--- src/rtl/core_bus_requester_if.sv ---
// Bus-side signals between a core's bus requester and the bus controller.
interface core_bus_requester_if;
    logic        req_core;
    logic        grant;
    logic [1:0]  bus_operation_out;
    logic [31:0] bus_address_out;
    logic [31:0] data_to_L2;
    logic [6:0]  opcode_out;
    logic        flush_out;
    logic        bus_error;
    logic        bus_resp_valid;
    logic [31:0] bus_data_in;
    logic        cache_hit_in;

    modport master (
        output req_core, bus_operation_out, bus_address_out, data_to_L2,
               opcode_out, flush_out, bus_error,
        input  grant, bus_resp_valid, bus_data_in, cache_hit_in
    );

    modport slave (
        input  req_core, bus_operation_out, bus_address_out, data_to_L2,
               opcode_out, flush_out, bus_error,
        output grant, bus_resp_valid, bus_data_in, cache_hit_in
    );
endinterface

--- src/rtl/core_bus_requester.sv ---
// Purpose: core-side bus initiator; turns one L1 miss/upgrade into a req/grant bus transaction.
// Latency: 4 cycles miss_valid to fill_valid with immediate grant and response; 5 cycles per back-to-back transaction.
// Backpressure: stall_out holds the core for the whole transaction; REQ waits on grant forever, WAIT times out.
module core_bus_requester #(
    parameter int TIMEOUT_CYCLES = 64
) (
    input  logic                 clk,
    input  logic                 reset,
    core_bus_requester_if.master bus,
    input  logic                 miss_valid,
    input  logic [1:0]           miss_op,
    input  logic [31:0]          miss_address,
    input  logic [31:0]          store_data,
    input  logic [6:0]           opcode_in,
    output logic                 stall_out,
    output logic                 fill_valid,
    output logic [31:0]          fill_data,
    output logic                 fill_shared
);
    typedef enum logic [2:0] {IDLE, REQ, ADDR, WAIT, DONE} state_t;

    localparam int        CW        = $clog2(TIMEOUT_CYCLES + 1);
    localparam logic [CW-1:0] CNT_MAX = CW'(TIMEOUT_CYCLES);
    localparam logic [6:0] STORE_OPC = 7'b0100011;

    state_t      state;
    logic [CW-1:0] cnt;
    logic [CW-1:0] cnt_nxt;
    logic [1:0]  op_q;
    logic [31:0] addr_q;
    logic [31:0] store_q;
    logic [6:0]  opc_q;

    logic        req_q;
    logic [1:0]  bus_op_q;
    logic [31:0] l2_dat_q;
    logic [6:0]  opc_out_q;
    logic        flush_q;
    logic        err_q;

    // Saturating so a stuck counter can never wrap back below the limit.
    assign cnt_nxt = (cnt == CNT_MAX) ? cnt : cnt + 1'b1;

    always_ff @(posedge clk or negedge reset) begin
        if (!reset) begin
            state       <= IDLE;
            cnt         <= '0;
            op_q        <= '0;
            addr_q      <= '0;
            store_q     <= '0;
            opc_q       <= '0;
            req_q       <= 1'b0;
            bus_op_q    <= '0;
            l2_dat_q    <= '0;
            opc_out_q   <= '0;
            flush_q     <= 1'b0;
            err_q       <= 1'b0;
            fill_valid  <= 1'b0;
            fill_data   <= '0;
            fill_shared <= 1'b0;
        end else begin
            bus_op_q   <= '0;
            l2_dat_q   <= '0;
            opc_out_q  <= '0;
            flush_q    <= 1'b0;
            err_q      <= 1'b0;
            fill_valid <= 1'b0;
            case (state)
                IDLE: begin
                    if (miss_valid && miss_op != 2'b00) begin
                        op_q    <= miss_op;
                        addr_q  <= miss_address;
                        store_q <= (opcode_in == STORE_OPC) ? store_data : '0;
                        opc_q   <= opcode_in;
                        req_q   <= 1'b1;
                        state   <= REQ;
                    end
                end
                REQ: begin
                    if (bus.grant) begin
                        bus_op_q  <= op_q;
                        opc_out_q <= opc_q;
                        l2_dat_q  <= (opc_q == STORE_OPC) ? store_q : '0;
                        state     <= ADDR;
                    end
                end
                ADDR: begin
                    cnt   <= '0;
                    state <= WAIT;
                end
                WAIT: begin
                    // A response in the final counted cycle still wins over the timeout.
                    if (bus.bus_resp_valid) begin
                        fill_data   <= bus.bus_data_in;
                        fill_shared <= bus.cache_hit_in;
                        fill_valid  <= 1'b1;
                        flush_q     <= 1'b1;
                        req_q       <= 1'b0;
                        state       <= DONE;
                    end else if (cnt_nxt == CNT_MAX) begin
                        fill_data   <= '0;
                        fill_shared <= 1'b0;
                        fill_valid  <= 1'b1;
                        flush_q     <= 1'b1;
                        err_q       <= 1'b1;
                        req_q       <= 1'b0;
                        state       <= DONE;
                    end else begin
                        cnt <= cnt_nxt;
                    end
                end
                DONE: begin
                    state <= IDLE;
                end
                default: begin
                    req_q <= 1'b0;
                    state <= IDLE;
                end
            endcase
        end
    end

    assign stall_out = reset &&
                       ((state != IDLE) || (miss_valid && miss_op != 2'b00));

    assign bus.req_core          = req_q;
    assign bus.bus_operation_out = bus_op_q;
    assign bus.bus_address_out   = addr_q;
    assign bus.data_to_L2        = l2_dat_q;
    assign bus.opcode_out        = opc_out_q;
    assign bus.flush_out         = flush_q;
    assign bus.bus_error         = err_q;
endmodule
--- src/flat_wrapper.sv ---
// flat-port wrapper written by rule: the top's interface ports become plain ports
module core_bus_requester_flat 
#(
    parameter int TIMEOUT_CYCLES = 64
)
  (clk, reset, miss_valid, miss_op, miss_address, store_data, opcode_in, stall_out, fill_valid, fill_data, fill_shared, bus_req_core, bus_bus_operation_out, bus_bus_address_out, bus_data_to_L2, bus_opcode_out, bus_flush_out, bus_bus_error, bus_grant, bus_bus_resp_valid, bus_bus_data_in, bus_cache_hit_in);
  core_bus_requester_if bus_i ();
  input  logic clk;
  input  logic reset;
  input  logic miss_valid;
  input  logic [1:0] miss_op;
  input  logic [31:0] miss_address;
  input  logic [31:0] store_data;
  input  logic [6:0] opcode_in;
  output logic stall_out;
  output logic fill_valid;
  output logic [31:0] fill_data;
  output logic fill_shared;
  output wire logic [$bits(bus_i.req_core)-1:0] bus_req_core;
  output wire logic [$bits(bus_i.bus_operation_out)-1:0] bus_bus_operation_out;
  output wire logic [$bits(bus_i.bus_address_out)-1:0] bus_bus_address_out;
  output wire logic [$bits(bus_i.data_to_L2)-1:0] bus_data_to_L2;
  output wire logic [$bits(bus_i.opcode_out)-1:0] bus_opcode_out;
  output wire logic [$bits(bus_i.flush_out)-1:0] bus_flush_out;
  output wire logic [$bits(bus_i.bus_error)-1:0] bus_bus_error;
  input wire logic [$bits(bus_i.grant)-1:0] bus_grant;
  input wire logic [$bits(bus_i.bus_resp_valid)-1:0] bus_bus_resp_valid;
  input wire logic [$bits(bus_i.bus_data_in)-1:0] bus_bus_data_in;
  input wire logic [$bits(bus_i.cache_hit_in)-1:0] bus_cache_hit_in;
  assign bus_req_core = bus_i.req_core;
  assign bus_bus_operation_out = bus_i.bus_operation_out;
  assign bus_bus_address_out = bus_i.bus_address_out;
  assign bus_data_to_L2 = bus_i.data_to_L2;
  assign bus_opcode_out = bus_i.opcode_out;
  assign bus_flush_out = bus_i.flush_out;
  assign bus_bus_error = bus_i.bus_error;
  assign bus_i.grant = bus_grant;
  assign bus_i.bus_resp_valid = bus_bus_resp_valid;
  assign bus_i.bus_data_in = bus_bus_data_in;
  assign bus_i.cache_hit_in = bus_cache_hit_in;
  core_bus_requester #(.TIMEOUT_CYCLES(TIMEOUT_CYCLES)) u_core (.clk(clk), .reset(reset), .bus(bus_i), .miss_valid(miss_valid), .miss_op(miss_op), .miss_address(miss_address), .store_data(store_data), .opcode_in(opcode_in), .stall_out(stall_out), .fill_valid(fill_valid), .fill_data(fill_data), .fill_shared(fill_shared));
endmodule
--- config.mk ---
export PLATFORM = sky130hd
export DESIGN_NAME = core_bus_requester_flat
export DESIGN_NICKNAME = d
export VERILOG_FILES = /design/src/rtl/core_bus_requester_if.sv /design/src/rtl/core_bus_requester.sv /design/src/flat_wrapper.sv
export SDC_FILE = /design/constraint.sdc
export NUM_CORES = 1
export LEC_CHECK = 0
export CORE_ASPECT_RATIO = 0.75
export CORE_MARGIN = 2
export CORE_UTILIZATION = 45
export CTS_BUF_LIST = sky130_fd_sc_hd__clkbuf_8
export CTS_CLUSTER_SIZE = 28
export DETAILED_ROUTE_END_ITERATION = 7
export PLACE_DENSITY_LB_ADDON = 0.3
export SETUP_SLACK_MARGIN = 0.05
export SKIP_LAST_GASP = 1
export SLEW_MARGIN = 20
export SYNTH_ARGS = -nofsm -noshare
export SYNTH_HDL_FRONTEND = slang
export SYNTH_SLANG_ARGS = --single-unit
export TNS_END_PERCENT = 5
--- constraint.sdc ---
create_clock -name clk -period 3.1 [get_ports clk]
set_input_delay 0.31 -clock clk [delete_from_list [all_inputs] [get_ports clk]]
set_output_delay 0.31 -clock clk [all_outputs]
set_load 0.02 [all_outputs]
==> qor.yml, run 1 <==
rows: 36
r2r_cells: 8
multi_input_area_um2: 1850
finalPower_uw: 7320
antenna_left: 0
syn2layout_area_growth_pct: 46.4
cts_resized: 0
dieArea_um2: 14400
drt-wirelength-per-cell_um: 16.4
hold-worst-slack_ns: 0.216
cts_max_level: 4
nets: 850
num_vias: 4627
cp-start-kind: "flip-flop"
avgSynthCellArea_um2: 11.6
cp.required_ns: 3.43
crit_arrival_ns: 3.05
grt_pass1_vias: 4724
gr-total-overflow: 0
leakage_uw: 0.00413
dpl.hpwl_um: 10400
cp-end-kind: "flip-flop"
tns_ns: 0
grt_pass1_wl_um: 24600
critPathKind: "reg2reg"
slew_violations: 0
cts_max_path_buffers: 2
period_minus_slack_ns: 2.73
dr.first_iter.drc_count: 257
ys.flop_type: "dfrtp_1"
cp_max_fo: 35
slew_headroom: 0.365
portBuffers: 221
antenna_found_initial: 0
drc_errors: 0
chipHeight_um: 104
route.final.wire_length_um: 15200
outcome: "finished clean"
r2r_slack_ns: 0.37
r2r_start: "u_core.cnt[0]"
crit_start: "u_core.cnt[0]"
tightest_slew_ns: 0.953
gp_congestion: 0.755
hold_class: "in2async"
synth-seq-area-share: 0.661
hold_viol: 0
r2r_end: "u_core.fill_data[21]"
yosysUniqueCellTypes: 43
drtPass1Iterations: 5
synth_cells: 521
maxCapViolations: 0
syn_nets: 634
cts_buffers: 17
period_share: 0.879
io_pins: 222
syn_area_um2: 6050
yosys_warnings: 0
final_core_util: 0.678
globalRouteTotalUtil: 0.223
powerDensity_nw_per_um2: 826
worstSetupEndpoint: "u_core.fill_data[21]"
skew_ns: 0.0152
die_width_um: 138
fmax_ghz: 0.367
diodes: 0
synth-seq-cells: 160
drive_gt1_frac: 0.0693
clkSinkCount: 160
via_per_inst: 5.02
clk_latency_ns: 0.45
area.sequential_um2: 4000
initial_utilization: 0.464
rsz0062_at_grt: "false"
core_um2: 13100
synth_edf_count: 0
vdd_drop_max_uv: 571
grt_max_degree: 80
finalSetupViolCount: 0
cts_root_buffer: "clkbuf_8"
cts_tree: "yes"
async_flop_share: 1.00
fill_cells: 978
cts.clk_slew.worst_paths_ns: 0.08
## final cells by class
type / count / share of cell area
Sequential cell: 160 / 0.452
Clock inverter: 15 / 0.0244
Timing Repair Buffer: 232 / 0.260
Clock buffer: 17 / 0.0264
Multi-Input combinational cell: 316 / 0.209
Tap cell: 171 / 0.0241
Inverter: 10 / 0.00424
## placed cells by master (no fill, tap or decap), types with 4 or more instances in the layout
master / instances
clkdlybuf4s50_1: 220
dfrtp_1: 160
nand2_1: 133
a22o_1: 65
and2_1: 41
clkbuf_8: 17
inv_1: 10
buf_4: 9
a21oi_1: 7
nand3_1: 6
nor2_1: 6
nor3_1: 5
o21ai_0: 5
clkinv_2: 5
bufinv_16: 5
and3_1: 4
o31a_1: 4
## per-stage QoR
stage,cell area (um^2),std cells,setup slack [ns]
2_1_floorplan,6050,521,0.805
5_1_grt,8860,921,0.207
3_5_place_dp,8400,888,0.369
4_1_cts,8860,921,0.364
6_report,8860,921,0.374
3_3_place_gp,8400,888,0.430
## power by group
group	switching [uW]	total, uW	internal, uW
sequential	399	3010	2610
clock	756	1710	955
combinational	1330	2600	1270
total	2490	7320	4830
## cells in the mapped netlist, types with 5 or more instances
library cell	instances	area, um^2
dfrtp_1	160	4000
nand2_1	134	503
a22o_1	65	569
and2_1	41	257
clkbuf_1	27	101
inv_1	10	37.5
a21oi_1	7	35.0
nor2_1	7	26.3
nand3_1	6	30.0
nor3_1	5	25.0
o21ai_0	5	25.0
## metal layers
metal	track usage	vias up	part of all wire
met2	0.326	183	0.44
met5	0	-	0
met4	0.0773	0	0.017
li1	-	2207	-
met3	0.0731	18	0.084
met1	0.313	2219	0.46
## worst min path at each step
| stage | end | startpoint | slack (ns) | cells after the start |
|---|---|---|---|---|
| 6_report | u_core.bus.opcode_out[2] | reset | 0.22 | 2 |
| 5_1_grt | u_core.bus.opcode_out[2] | reset | 0.20 | 2 |
| 4_1_cts | u_core.bus.opcode_out[2] | reset | 0.17 | 2 |
| 3_5_place_dp | u_core.bus.opcode_out[2] | reset | 0.1 | 1 |
| 3_3_place_gp | u_core.bus.opcode_out[2] | reset | 0.1 | 1 |
| 2_1_floorplan | u_core.bus.bus_address_out[0] | reset | 0.01 | 0 |
## worst max-delay path, cell delays in order, from the launching register on
cell      delay (ns)
dfrtp_1         0.48
inv_1           0.09
ha_1            0.13
or4b_4          0.46
or2_1           0.27
o22ai_1         0.18
o2111a_2        0.40
o21ai_4         0.27
a22o_1          0.32
## sequential cells by signal (all words and copies together), names as in the netlist
signal	count
u_core.bus.bus_address_out	32
u_core.bus.bus_error	1
u_core.bus.bus_operation_out	2
u_core.bus.data_to_L2	32
u_core.bus.flush_out	1
u_core.bus.opcode_out	7
u_core.bus.req_core	1
u_core.cnt	7
u_core.fill_data	32
u_core.fill_shared	1
u_core.op_q	2
u_core.opc_q	7
u_core.state	3
u_core.store_q	32
## timing repair
item | in CTS | in global routing
setup endpoints to repair | 0 | 0
buffers inserted | 0 | 0
hold buffers | 1 | 0
hold endpoints to repair | 2 | 0
## kinds of logic after synthesis
kind of cell,Yosys count,synth area share
xor gates and xnor gates,1,0.00145
AOI/OAI and AO/OA,97,0.133
adders and majority gates,2,0.00413
and+or+nand+nor,216,0.166
buffers and inverters,45,0.0343
DFF,160,0.661
No activity file was read; power rests on OpenSTA's default activity.
==> run 2, diff against run 1 <==
--- a/config.mk
+++ b/config.mk
@@ -6,8 +6,8 @@
 export NUM_CORES = 1
 export LEC_CHECK = 0
 export CORE_ASPECT_RATIO = 0.75
-export CORE_MARGIN = 2
-export CORE_UTILIZATION = 45
+export CORE_MARGIN = 5
+export CORE_UTILIZATION = 41
 export CTS_BUF_LIST = sky130_fd_sc_hd__clkbuf_8
 export CTS_CLUSTER_SIZE = 28
 export DETAILED_ROUTE_END_ITERATION = 7
==> constraint.sdc (replaced) <==
create_clock -name clk -period 2.3 [get_ports clk]
set_input_delay 0.23 -clock clk [delete_from_list [all_inputs] [get_ports clk]]
set_output_delay 0.23 -clock clk [all_outputs]
set_load 0.005 [all_outputs]
==> qor.yml, run 2 (synthesized netlist as in run 1, its figures left out) <==
area.sequential_um2: 4000
slew_violations: 0
power.internal_uw: 6500
setup_ws_ns: -0.188
slew_headroom: 0.399
drtPass1Iterations: 4
gr-total-overflow: 0
hold_class: "in2reg"
globalRouteTotalUtil: 0.190
route.final.wire_length_um: 16600
p_comb_frac: 0.336
min_path_cells: 3
drc_errors: 0
grt_pass1_vias: 4938
dieArea_um2: 17300
crit_arrival_ns: 2.84
critPathTopFamily: "compound AO/OA/AOI/OAI gates"
initial_utilization: 0.419
hold_viol: 0
die_width_um: 150
nets: 864
path_depth: 9
via_per_inst: 4.94
cp-start-kind: "flip-flop"
dpl.hpwl_um: 11200
cts_root_buffer: "clkbuf_8"
cts_tree: "yes"
critPathKind: "reg2reg"
cp_max_fo: 17
crit_path_cell_trace: "inv_2, ha_4, or4b_4, or2_4, o22ai_1, o2111a_2, o21ai_4, clkbuf_16, a22o_1"
clkSinkCount: 160
outcome: "finished with violations"
final_core_util: 0.629
grt_pass1_wl_um: 25400
cts.clk_slew.worst_paths_ns: 0.10
antenna_left: 0
maxCapViolations: 0
leakage_uw: 0.00423
io_pins: 222
diodes: 0
multi_input_area_um2: 1870
rsz0062_at_grt: "true"
crit_path_top_delay_cell: "or4b_4"
period_minus_slack_ns: 2.49
fill_cells: 1183
r2r_cells: 9
chipHeight_um: 115
r2r_slack_ns: -0.19
num_vias: 4761
clock_power_share: 0.237
fmax_ghz: 0.402
drt-wirelength-per-cell_um: 17.3
grt_max_degree: 161
final_cell_mix: "clkdlybuf4s50_1 (220), dfrtp_1 (160), nand2_1 (133), a22o_1 (65), and2_1 (41)"
antenna_found_initial: 0
core_um2: 14500
cp-end-kind: "flip-flop"
dr.first_iter.drc_count: 309
clk_latency_ns: 0.47
syn2layout_area_growth_pct: 50.1
final_common_cell: "clkdlybuf4s50_1"
period_share: 1.08
p_switching_uw: 2870
finalSetupViolCount: 41
switching_share: 0.306
timing.critical_path.buf_inv: 2
failed_checks: "negative setup slack"
pwr-share-seq: 0.426
gp_congestion: 0.927
tightest_slew_ns: 0.902
critPathMaxStageDelay_ns: 0.47
cts_max_level: 4
drive_gt1_frac: 0.0904
finalPower_uw: 9360
vdd_drop_max_uv: 649
skew_ns: 0.0136
portBuffers: 221
cts_max_path_buffers: 2
powerDensity_nw_per_um2: 1030
rows: 38
cts_buffers: 17
cp.required_ns: 2.65
[run 2: final timing paths]
path,start,endpoint
min in group asynchronous,reset,u_core.bus.bus_address_out[17]
min,miss_address[30],u_core.bus.bus_address_out[30]
max in group asynchronous,reset,u_core.cnt[4]
max,u_core.cnt[1],u_core.fill_data[4]
max reg2reg,u_core.cnt[1],u_core.fill_data[4]
min reg2reg,u_core.bus.bus_address_out[22],u_core.bus.bus_address_out[22]
[run 2: layout make-up]
| cell class | instances | area share |
|---|---|---|
| sequential | 160 | 0.441 |
| clock buffer | 18 | 0.0273 |
| timing repair buffer | 246 | 0.276 |
| tap | 200 | 0.0275 |
| multi-input combinational | 316 | 0.206 |
| clock inverter | 13 | 0.0191 |
| inverter | 10 | 0.00413 |
[run 2: routing by layer]
metal	vias to the layer above	part of all wire	global-route usage
li1	2233	-	-
met1	2289	0.43	0.251
met2	209	0.45	0.282
met3	30	0.092	0.0721
met4	0	0.019	0.0817
met5	-	0	0
[run 2: timing repair]
| action | CTS | global route |
|---|---|---|
| gates resized for setup | 0 | 4 |
| hold buffers | 1 | 0 |
| hold endpoints to repair | 160 | 0 |
| endpoints found under the setup margin | 43 | 47 |
| gates cloned | 0 | 3 |
| pin swaps | 0 | 2 |
| setup buffers | 0 | 2 |
[run 2: tightest hold or removal path, stage by stage]
cell,delay [ns]
clkdlybuf4s50_1,0.39
nand2_1,0.05
nand2_1,0.04
[run 2: power by group through the flow]
stage	Clock, uW	Sequential [uW]	Combinational, uW
finish	2220	3990	3150
global route	2400	4100	3430
CTS	2280	3990	3090
detailed placement	0	4010	3080
global placement	0	4000	3000
floorplan	0	3970	1230
[run 2: per-stage QoR]
| stage | hold slack [ns] | cell area (um^2) | std cells | worst slack, ns | setup TNS [ns] |
|---|---|---|---|---|---|
| 4_1_cts | 0.243 | 8990 | 958 | -0.151 | -4.66 |
| 3_3_place_gp | 0.451 | 8550 | 926 | 0.00938 | 0 |
| 6_report | 0.279 | 9090 | 963 | -0.188 | -5.84 |
| 2_1_floorplan | -0.0656 | 6060 | 521 | 0.0299 | 0 |
| 3_5_place_dp | 0.458 | 8550 | 926 | -0.133 | -4.21 |
| 5_1_grt | 0.271 | 9090 | 963 | -0.231 | -8.20 |
==> run 3, diff against run 2 <==
--- a/config.mk
+++ b/config.mk
@@ -5,6 +5,7 @@
 export SDC_FILE = /design/constraint.sdc
 export NUM_CORES = 1
 export LEC_CHECK = 0
+export ABC_CLOCK_PERIOD_IN_PS = 2300
 export CORE_ASPECT_RATIO = 0.75
 export CORE_MARGIN = 5
 export CORE_UTILIZATION = 41
==> results of run 3 <==
The final DEF is identical to that of run 2; final timing and power are the same.
